--- config.mk ---
export PLATFORM = sky130hd
export DESIGN_NAME = imem_program_loader
export DESIGN_NICKNAME = d
export VERILOG_FILES = /design/src/rtl/imem_program_loader.sv
export SDC_FILE = /design/constraint.sdc
export NUM_CORES = 1
export LEC_CHECK = 0
export CORE_ASPECT_RATIO = 1.5
export CORE_MARGIN = 2
export CORE_UTILIZATION = 40
export DETAILED_ROUTE_END_ITERATION = 6
export DONT_BUFFER_PORTS = 1
export PLACE_DENSITY = 0.56
export SLEW_MARGIN = 20
export SYNTH_ARGS = -nofsm -noshare
export SYNTH_HDL_FRONTEND = slang
export SYNTH_SLANG_ARGS = --single-unit
export TNS_END_PERCENT = 100
--- constraint.sdc ---
create_clock -name clk -period 3.29 [get_ports clk]
set_input_delay 0.658 -clock clk [delete_from_list [all_inputs] [get_ports clk]]
set_output_delay 0.658 -clock clk [all_outputs]
set_load 0.005 [all_outputs]
--- src/rtl/imem_program_loader.sv ---
// Instruction-memory program loader.
// Accepts a framed byte stream (SYNC, LEN_LO, LEN_HI, 4*N payload bytes, XOR checksum)
// and writes the payload bytes little-endian into IMem starting at BASE_ADDR. The CPU
// pipeline is held until a complete image with a good checksum has been loaded.
// Ports:
//   clk, reset              clock (rising edge), asynchronous active-high reset
//   Byte_In/Valid/Ready     incoming byte stream handshake
//   Clear                   one-cycle pulse returning DONE/ERROR to IDLE
//   Wr_En/Address/Data      IMem byte write port (registered)
//   Done, Error             level status, mutually exclusive (registered)
//   Cpu_Hold                pipeline hold, low only in DONE (registered)
module imem_program_loader #(
    parameter logic [63:0] BASE_ADDR = 64'd0,
    parameter int unsigned MAX_WORDS = 4,
    parameter logic [7:0]  SYNC_BYTE = 8'hA5
) (
    input  logic        clk,
    input  logic        reset,
    input  logic [7:0]  Byte_In,
    input  logic        Byte_Valid,
    output logic        Byte_Ready,
    input  logic        Clear,
    output logic        Wr_En,
    output logic [63:0] Wr_Address,
    output logic [7:0]  Wr_Data,
    output logic        Done,
    output logic        Error,
    output logic        Cpu_Hold
);

    // Byte counter must hold 4*MAX_WORDS (value after the last payload byte).
    localparam int unsigned CNT_W = $clog2(4 * MAX_WORDS) + 1;
    localparam int unsigned LEN_W = 16;
    localparam int unsigned TOT_W = LEN_W + 2;

    typedef enum logic [2:0] {
        S_IDLE  = 3'd0,
        S_LEN0  = 3'd1,
        S_LEN1  = 3'd2,
        S_DATA  = 3'd3,
        S_CHECK = 3'd4,
        S_DONE  = 3'd5,
        S_ERROR = 3'd6
    } state_t;

    state_t             state_q, state_d;
    logic [7:0]         len_lo_q, len_lo_d;
    logic [LEN_W-1:0]   len_q, len_d;
    logic [CNT_W-1:0]   cnt_q, cnt_d;
    logic [7:0]         acc_q, acc_d;
    logic               wr_en_q, wr_en_d;
    logic [63:0]        wr_addr_q, wr_addr_d;
    logic [7:0]         wr_data_q, wr_data_d;
    logic               done_q, done_d;
    logic               error_q, error_d;
    logic               hold_q, hold_d;
    logic               ready_q, ready_d;

    logic               xfer_c;
    logic [LEN_W-1:0]   len_full_c;
    logic               last_byte_c;

    assign xfer_c      = Byte_Valid & ready_q;
    assign len_full_c  = {Byte_In, len_lo_q};
    // Index of the final payload byte is 4*N-1; only evaluated in DATA where N >= 1.
    assign last_byte_c = (TOT_W'(cnt_q) == (TOT_W'({len_q, 2'b00}) - TOT_W'(1)));

    // State register
    always_ff @(posedge clk or posedge reset) begin
        if (reset) begin
            state_q <= S_IDLE;
        end else begin
            state_q <= state_d;
        end
    end

    // Next-state logic
    always_comb begin
        state_d = state_q;
        case (state_q)
            S_IDLE:  if (xfer_c && (Byte_In == SYNC_BYTE)) state_d = S_LEN0;
            S_LEN0:  if (xfer_c) state_d = S_LEN1;
            S_LEN1: begin
                if (xfer_c) begin
                    if (len_full_c > LEN_W'(MAX_WORDS)) state_d = S_ERROR;
                    else if (len_full_c == '0)          state_d = S_CHECK;
                    else                                state_d = S_DATA;
                end
            end
            S_DATA:  if (xfer_c && last_byte_c) state_d = S_CHECK;
            S_CHECK: if (xfer_c) state_d = (Byte_In == acc_q) ? S_DONE : S_ERROR;
            S_DONE,
            S_ERROR: if (Clear) state_d = S_IDLE;
            default: state_d = S_IDLE;
        endcase
    end

    // Datapath and output next values
    always_comb begin
        len_lo_d  = len_lo_q;
        len_d     = len_q;
        cnt_d     = cnt_q;
        acc_d     = acc_q;
        wr_en_d   = 1'b0;
        wr_addr_d = wr_addr_q;
        wr_data_d = wr_data_q;
        case (state_q)
            S_IDLE: begin
                if (xfer_c && (Byte_In == SYNC_BYTE)) begin
                    cnt_d = '0;
                    acc_d = '0;
                end
            end
            S_LEN0:  if (xfer_c) len_lo_d = Byte_In;
            S_LEN1:  if (xfer_c) len_d = len_full_c;
            S_DATA: begin
                if (xfer_c) begin
                    wr_en_d   = 1'b1;
                    wr_addr_d = BASE_ADDR + 64'(cnt_q);
                    wr_data_d = Byte_In;
                    acc_d     = acc_q ^ Byte_In;
                    cnt_d     = cnt_q + CNT_W'(1);
                end
            end
            S_DONE,
            S_ERROR: begin
                if (Clear) begin
                    cnt_d = '0;
                    acc_d = '0;
                end
            end
            default: ;
        endcase
        // Status flags track the state being entered so they change with it.
        done_d  = (state_d == S_DONE);
        error_d = (state_d == S_ERROR);
        hold_d  = (state_d != S_DONE);
        ready_d = (state_d != S_DONE) && (state_d != S_ERROR);
    end

    // Datapath and output registers
    always_ff @(posedge clk or posedge reset) begin
        if (reset) begin
            len_lo_q  <= '0;
            len_q     <= '0;
            cnt_q     <= '0;
            acc_q     <= '0;
            wr_en_q   <= 1'b0;
            wr_addr_q <= '0;
            wr_data_q <= '0;
            done_q    <= 1'b0;
            error_q   <= 1'b0;
            hold_q    <= 1'b1;
            ready_q   <= 1'b1;
        end else begin
            len_lo_q  <= len_lo_d;
            len_q     <= len_d;
            cnt_q     <= cnt_d;
            acc_q     <= acc_d;
            wr_en_q   <= wr_en_d;
            wr_addr_q <= wr_addr_d;
            wr_data_q <= wr_data_d;
            done_q    <= done_d;
            error_q   <= error_d;
            hold_q    <= hold_d;
            ready_q   <= ready_d;
        end
    end

    assign Byte_Ready = ready_q;
    assign Wr_En      = wr_en_q;
    assign Wr_Address = wr_addr_q;
    assign Wr_Data    = wr_data_q;
    assign Done       = done_q;
    assign Error      = error_q;
    assign Cpu_Hold   = hold_q;

endmodule

==> results of run 1 <==
[sequential cells by signal (all words and copies together) (netlist names), 3 cells and up]
| name | count |
|---|---|
| Wr_Address | 5 |
| Wr_Data | 8 |
| acc_q | 8 |
| cnt_q | 5 |
| len_lo_q | 8 |
| len_q | 16 |
| state_q | 3 |
[cells in the mapped netlist (3+ instances only)]
cell type	number	area [um2]
xor2_1	6	52.6
nor3_1	3	15.0
a21oi_1	3	15.0
nor2_1	20	75.1
mux2_4	10	150
a31oi_1	3	18.8
nand3_1	7	35.0
xnor2_1	10	87.6
o21ai_0	16	80.1
mux2_2	12	135
o21ai_1	6	30.0
buf_4	60	450
clkbuf_1	4	15.0
nand4_1	4	25.0
nor4_1	5	31.3
nand2_1	47	176
dfrtp_1	56	1400
buf_2	3	15.0
o21a_1	3	22.5
inv_1	9	33.8
[cell type report]
class | instances | area [um2] | share of cell area, %
inverter | 11 | 41.3 | 1.21
tap | 105 | 131 | 3.86
timing repair buffer | 2 | 15.0 | 0.441
sequential | 58 | 1450 | 42.7
clock inverter | 2 | 35.0 | 1.03
multi-input combinational | 246 | 1460 | 43.0
clock buffer | 14 | 264 | 7.75
[worst paths after layout]
check	to	start	cells after the start	slack [ns]
min in group clk	Wr_Data[2]	Byte_In[2]	2	0.46
setup / recovery	Byte_Ready	state_q[1]	4	1.04
setup reg to reg	Byte_Ready	state_q[1]	4	1.04
hold reg to reg	acc_q[5]	acc_q[5]	1	0.49
hold / removal	Wr_En	reset	1	0.31
max in group asynchronous	len_q[1]	reset	2	2.17
[kinds of logic after synthesis]
family          after synthesis
compound gates               39
xor+xnor                     16
fa+ha+maj                     3
buf+inv                      79
flops                        58
mux                          25
other cells                   1
simple gates                104
[power groups by stage]
stage | Sequential [uW] | Clock (uW) | Combinational [uW]
4_1_cts | 1360 | 934 | 930
2_1_floorplan | 1240 | 0 | 890
3_5_place_dp | 1360 | 0 | 929
3_3_place_gp | 1360 | 0 | 910
5_1_grt | 1420 | 968 | 1050
6_report | 1360 | 919 | 918
[per-stage QoR]
| stage | cell area [um2] | hold WS (ns) | power, uW |
|---|---|---|---|
| floorplan | 3450 | 0.457 | 2130 |
| global placement | 3110 | 0.476 | 2270 |
| detailed placement | 3110 | 0.484 | 2290 |
| CTS | 3400 | 0.337 | 3220 |
| global route | 3400 | 0.381 | 3430 |
| finish | 3400 | 0.309 | 3190 |
[metal layers]
layer / track usage, % / vias to the layer above / part of all wire, %
met5: 0 / - / 0
met4: 8.33 / 0 / 2.7
met3: 2.44 / 11 / 4.9
met1: 17.5 / 1018 / 40
li1: - / 991 / -
met2: 26.7 / 80 / 52
==> impl_metrics.yaml, run 1 <==
yosys:
  synth_mux_area_share_pct: 9.83
  yosysSeqAreaShare_pct: 45.0
  synth-xor-area-share_pct: 4.33
  synth_fa_ha_area_share_pct: 1.08
  syn_area_um2: 3230
  syn_area_per_cell_um2: 9.95
  yosys_warnings: 0
  synth-simple-area-share_pct: 15.7
  ys_types: 48
  synth_top_family_by_area: "buffers and inverters"
  syn_inst: 325
  ys_ff_latch: 58
  synth_top_flop_cell: "dfrtp_1"
  synth_edf_count: 0
  synth-compound-area-share_pct: 7.51
  synthArstFlopShare_pct: 100
critical_path:
  required_ns: 3.54
  crit_type: "flip-flop to flip-flop"
  cp_cell_sequence: "inv_2, or4_1, o22a_1, o21a_1"
  critical_path_buf_inv_count: 1
  endpoint_kind: "flip-flop"
  crit_slowest_cell: "or4_1"
  path_delay_family: "simple AND/OR/NAND/NOR gates"
  crit_arrival_ns: 2.50
  crit_path_start_kind: "flip-flop"
  slowest_delay_ns: 0.93
  path_max_fanout: 17
floorplan:
  rows: 40
  ios: 89
  coreArea_um2: 7910
  die_area_um2: 8830
  initial_utilization_pct: 40.9
  die_w_um: 77.4
  die_h_um: 114
timing:
  max_freq_mhz: 445
  grt_setup_unrepaired: "false"
  setup_ws_ns: 1.04
  fin_crit_sh_pct: 68.3
  setup_violations: 0
  worstMarginPinSlew_ns: 0.881
  clock_skew_ns: 0.00453
  slew_headroom_pct: 41.3
  hold_viol: 0
  setup_tns_ns: 0
  fin_crit_ns: 2.25
  slew_violations: 0
layout:
  finalNetCount: 342
  syn_to_final_growth_pct: 5.30
  final_cell_mix: "conb_1 (59), dfrtp_1 (56), nand2_1 (47)"
  n_fill_cell: 790
  drive_gt1_share_pct: 14.4
  fin_util_pct: 43.1
  final_cell_count_no_fill: 438
  num_antenna_cells: 0
  layout.cells.most_common: "conb_1"
power:
  power_frac_clock_pct: 28.8
  p_sw_uw: 1070
  p_int_uw: 2130
  seqPwrFrac_pct: 42.5
  comb_power_share_pct: 28.8
  swShare_pct: 33.4
  p_leak_uw: 0.00163
  ir_drop_uv: 399
  powerDensity_nw_per_um2: 938
global_routing:
  grt_pass1_wl_um: 10300
  gr-total-overflow: 0
  grtUsageTotal_pct: 15.2
  grt_max_degree: 33
  grt_pass1_vias: 2055
  antenna_found_initial: 0
routing:
  postRouteAntennaNets: 0
  wl_per_cell_um: 14.0
  avgViaCountPerCell: 4.79
  first_pass_iters: 4
  via_count: 2100
  drt-total-wl_um: 6120
  drt_iter0_drc: 101
  route.detailed.drc: 0
run_status:
  status: "finished clean"
clock_tree:
  cts-buffers-inserted: 9
  path_clk_slew_ns: 0.05
  cts.htree.levels: 3
  ctsHoldBuffers: 0
  insertion_delay_ns: 0.32
  clock_path_buffers: 2
  cts_root_buffer: "clkbuf_16"
  cts_tree: "built"
  cts-resized-gates: 0
  postCtsSetupBuffers: 0
  cts_sinks: 58
place:
  dp_hpwl_um: 4590
  io_buffers: 0
  place.gp.congestion: 0.789
  place_ws_ns: 0.981
  post-place-cells: 422
min_path:
  hp-class: "input pin to asynchronous set/reset pin"
job:
  drv_cap: 0
Power figures use the tool's default switching activity.
==> run 2: changes to the inputs <==
==> constraint.sdc (replaced) <==
create_clock -name clk -period 2.35 [get_ports clk]
set_input_delay 0.47 -clock clk [delete_from_list [all_inputs] [get_ports clk]]
set_output_delay 0.47 -clock clk [all_outputs]
set_load 0.005 [all_outputs]
==> impl_metrics.yaml, run 2 (synthesis results as in run 1) <==
routing:
  first_pass_iters: 4
  route.detailed.drc: 0
  drt_iter0_drc: 56
  wl_per_cell_um: 14.2
  postRouteAntennaNets: 0
  via_count: 2140
  avgViaCountPerCell: 4.89
  drt-total-wl_um: 6200
critical_path:
  crit_type: "flip-flop to flip-flop"
  required_ns: 2.54
  reg2reg_depth: 8
  path_max_fanout: 6
  endpoint_kind: "flip-flop"
  crit_arrival_ns: 2.33
  crit_path_start_kind: "flip-flop"
layout:
  regMostFlops: "len_q"
  drive_gt1_share_pct: 15.3
  fin_util_pct: 43.2
  syn_to_final_growth_pct: 5.57
  largest_reg_flops: 16
  n_fill_cell: 785
  final_cell_mix: "conb_1 (59), dfrtp_1 (56), nand2_1 (47)"
  finalNetCount: 344
  layout.cells.most_common: "conb_1"
  num_antenna_cells: 0
clock_tree:
  cts_tree: "built"
  cts_sinks: 58
  ctsHoldBuffers: 0
  postCtsSetupBuffers: 0
  cts.htree.levels: 3
  path_clk_slew_ns: 0.05
  cts-buffers-inserted: 9
  cts_root_buffer: "clkbuf_16"
  cts-resized-gates: 0
  clock_path_buffers: 2
  insertion_delay_ns: 0.32
floorplan:
  rows: 40
  initial_utilization_pct: 40.9
  die_area_um2: 8830
  die_w_um: 77.4
  die_h_um: 114
  ios: 89
  coreArea_um2: 7910
timing:
  fin_crit_sh_pct: 91.1
  max_freq_mhz: 467
  fin_crit_ns: 2.14
  worstMarginPinSlew_ns: 0.733
  clock_skew_ns: 0.00364
  hold_viol: 0
  slew_headroom_pct: 51.1
  setup_violations: 0
  slew_violations: 0
  setup_tns_ns: 0
  grt_setup_unrepaired: "false"
global_routing:
  gr-total-overflow: 0
  grt_pass1_vias: 2061
  grt_pass1_wl_um: 10400
  grt_max_degree: 59
  grtUsageTotal_pct: 15.5
  antenna_found_initial: 0
min_path:
  hp-class: "input pin to asynchronous set/reset pin"
power:
  ir_drop_uv: 683
  p_sw_uw: 1500
  swShare_pct: 33.6
  p_leak_uw: 0.00164
  seqPwrFrac_pct: 42.2
  powerDensity_nw_per_um2: 1310
  power_frac_clock_pct: 28.4
  p_int_uw: 2970
  comb_power_share_pct: 29.4
place:
  place.gp.congestion: 0.837
  dp_hpwl_um: 4490
  io_buffers: 0
run_status:
  status: "finished clean"
job:
  drv_cap: 0
-- run 2: critical path, stage by stage, from the launching register on --
cell,delay (ns)
dfrtp_1,0.41
inv_1,0.06
ha_1,0.27
xnor2_1,0.24
nand4b_1,0.13
o21a_1,0.19
a2111oi_2,0.41
or2_1,0.18
o311ai_1,0.10
-- run 2: per-stage QoR --
step / std cells / cell area (um2) / total power (uW) / hold WS [ns] / worst slack [ns]
after global routing: 438 / 3410 / 4810 / 0.273 / 0.0520
after detailed placement: 424 / 3120 / 3220 / 0.475 / 0.226
final: 438 / 3410 / 4470 / 0.238 / 0.209
after global placement: 424 / 3120 / 3190 / 0.472 / 0.378
after CTS: 438 / 3410 / 4510 / 0.264 / 0.216
after floorplan: 383 / 3450 / 2980 / 0.457 / 0.455
-- run 2: final cells by class --
type / count / area, um2 / area share (%)
clock buffer: 11 / 253 / 7.40
clock inverter: 3 / 40.0 / 1.17
inverter: 11 / 41.3 / 1.21
multi-input combinational: 246 / 1460 / 42.9
sequential: 58 / 1450 / 42.6
tap: 105 / 131 / 3.85
timing repair buffer: 4 / 30.0 / 0.880
-- run 2: worst paths after layout --
kind	from	end	slack, ns
worst max-delay path	len_q[0]	state_q[0]	0.21
worst min-delay path	reset	Wr_En	0.24
worst max register to register	len_q[0]	state_q[0]	0.21
worst min register to register	acc_q[7]	acc_q[7]	0.48
max in group asynchronous	reset	len_q[11]	1.63
min in group clk	Byte_In[2]	Wr_Data[2]	0.27
-- run 2: metal layers --
layer	vias to the layer above	GRT usage (%)	wire length (um)
met3	13	4.81	318
met4	0	7.98	165
met1	1047	17.2	2430
met5	-	0	0
met2	84	26.7	3290
li1	996	-	-
-- run 2: power by group through the flow --
stage          Combinational [uW]  Sequential [uW]  Clock (uW)
3_5_place_dp                 1320             1900           0
5_1_grt                      1490             1960        1360
2_1_floorplan                1250             1730           0
6_report                     1310             1890        1270
4_1_cts                      1320             1890        1300
3_3_place_gp                 1290             1900           0
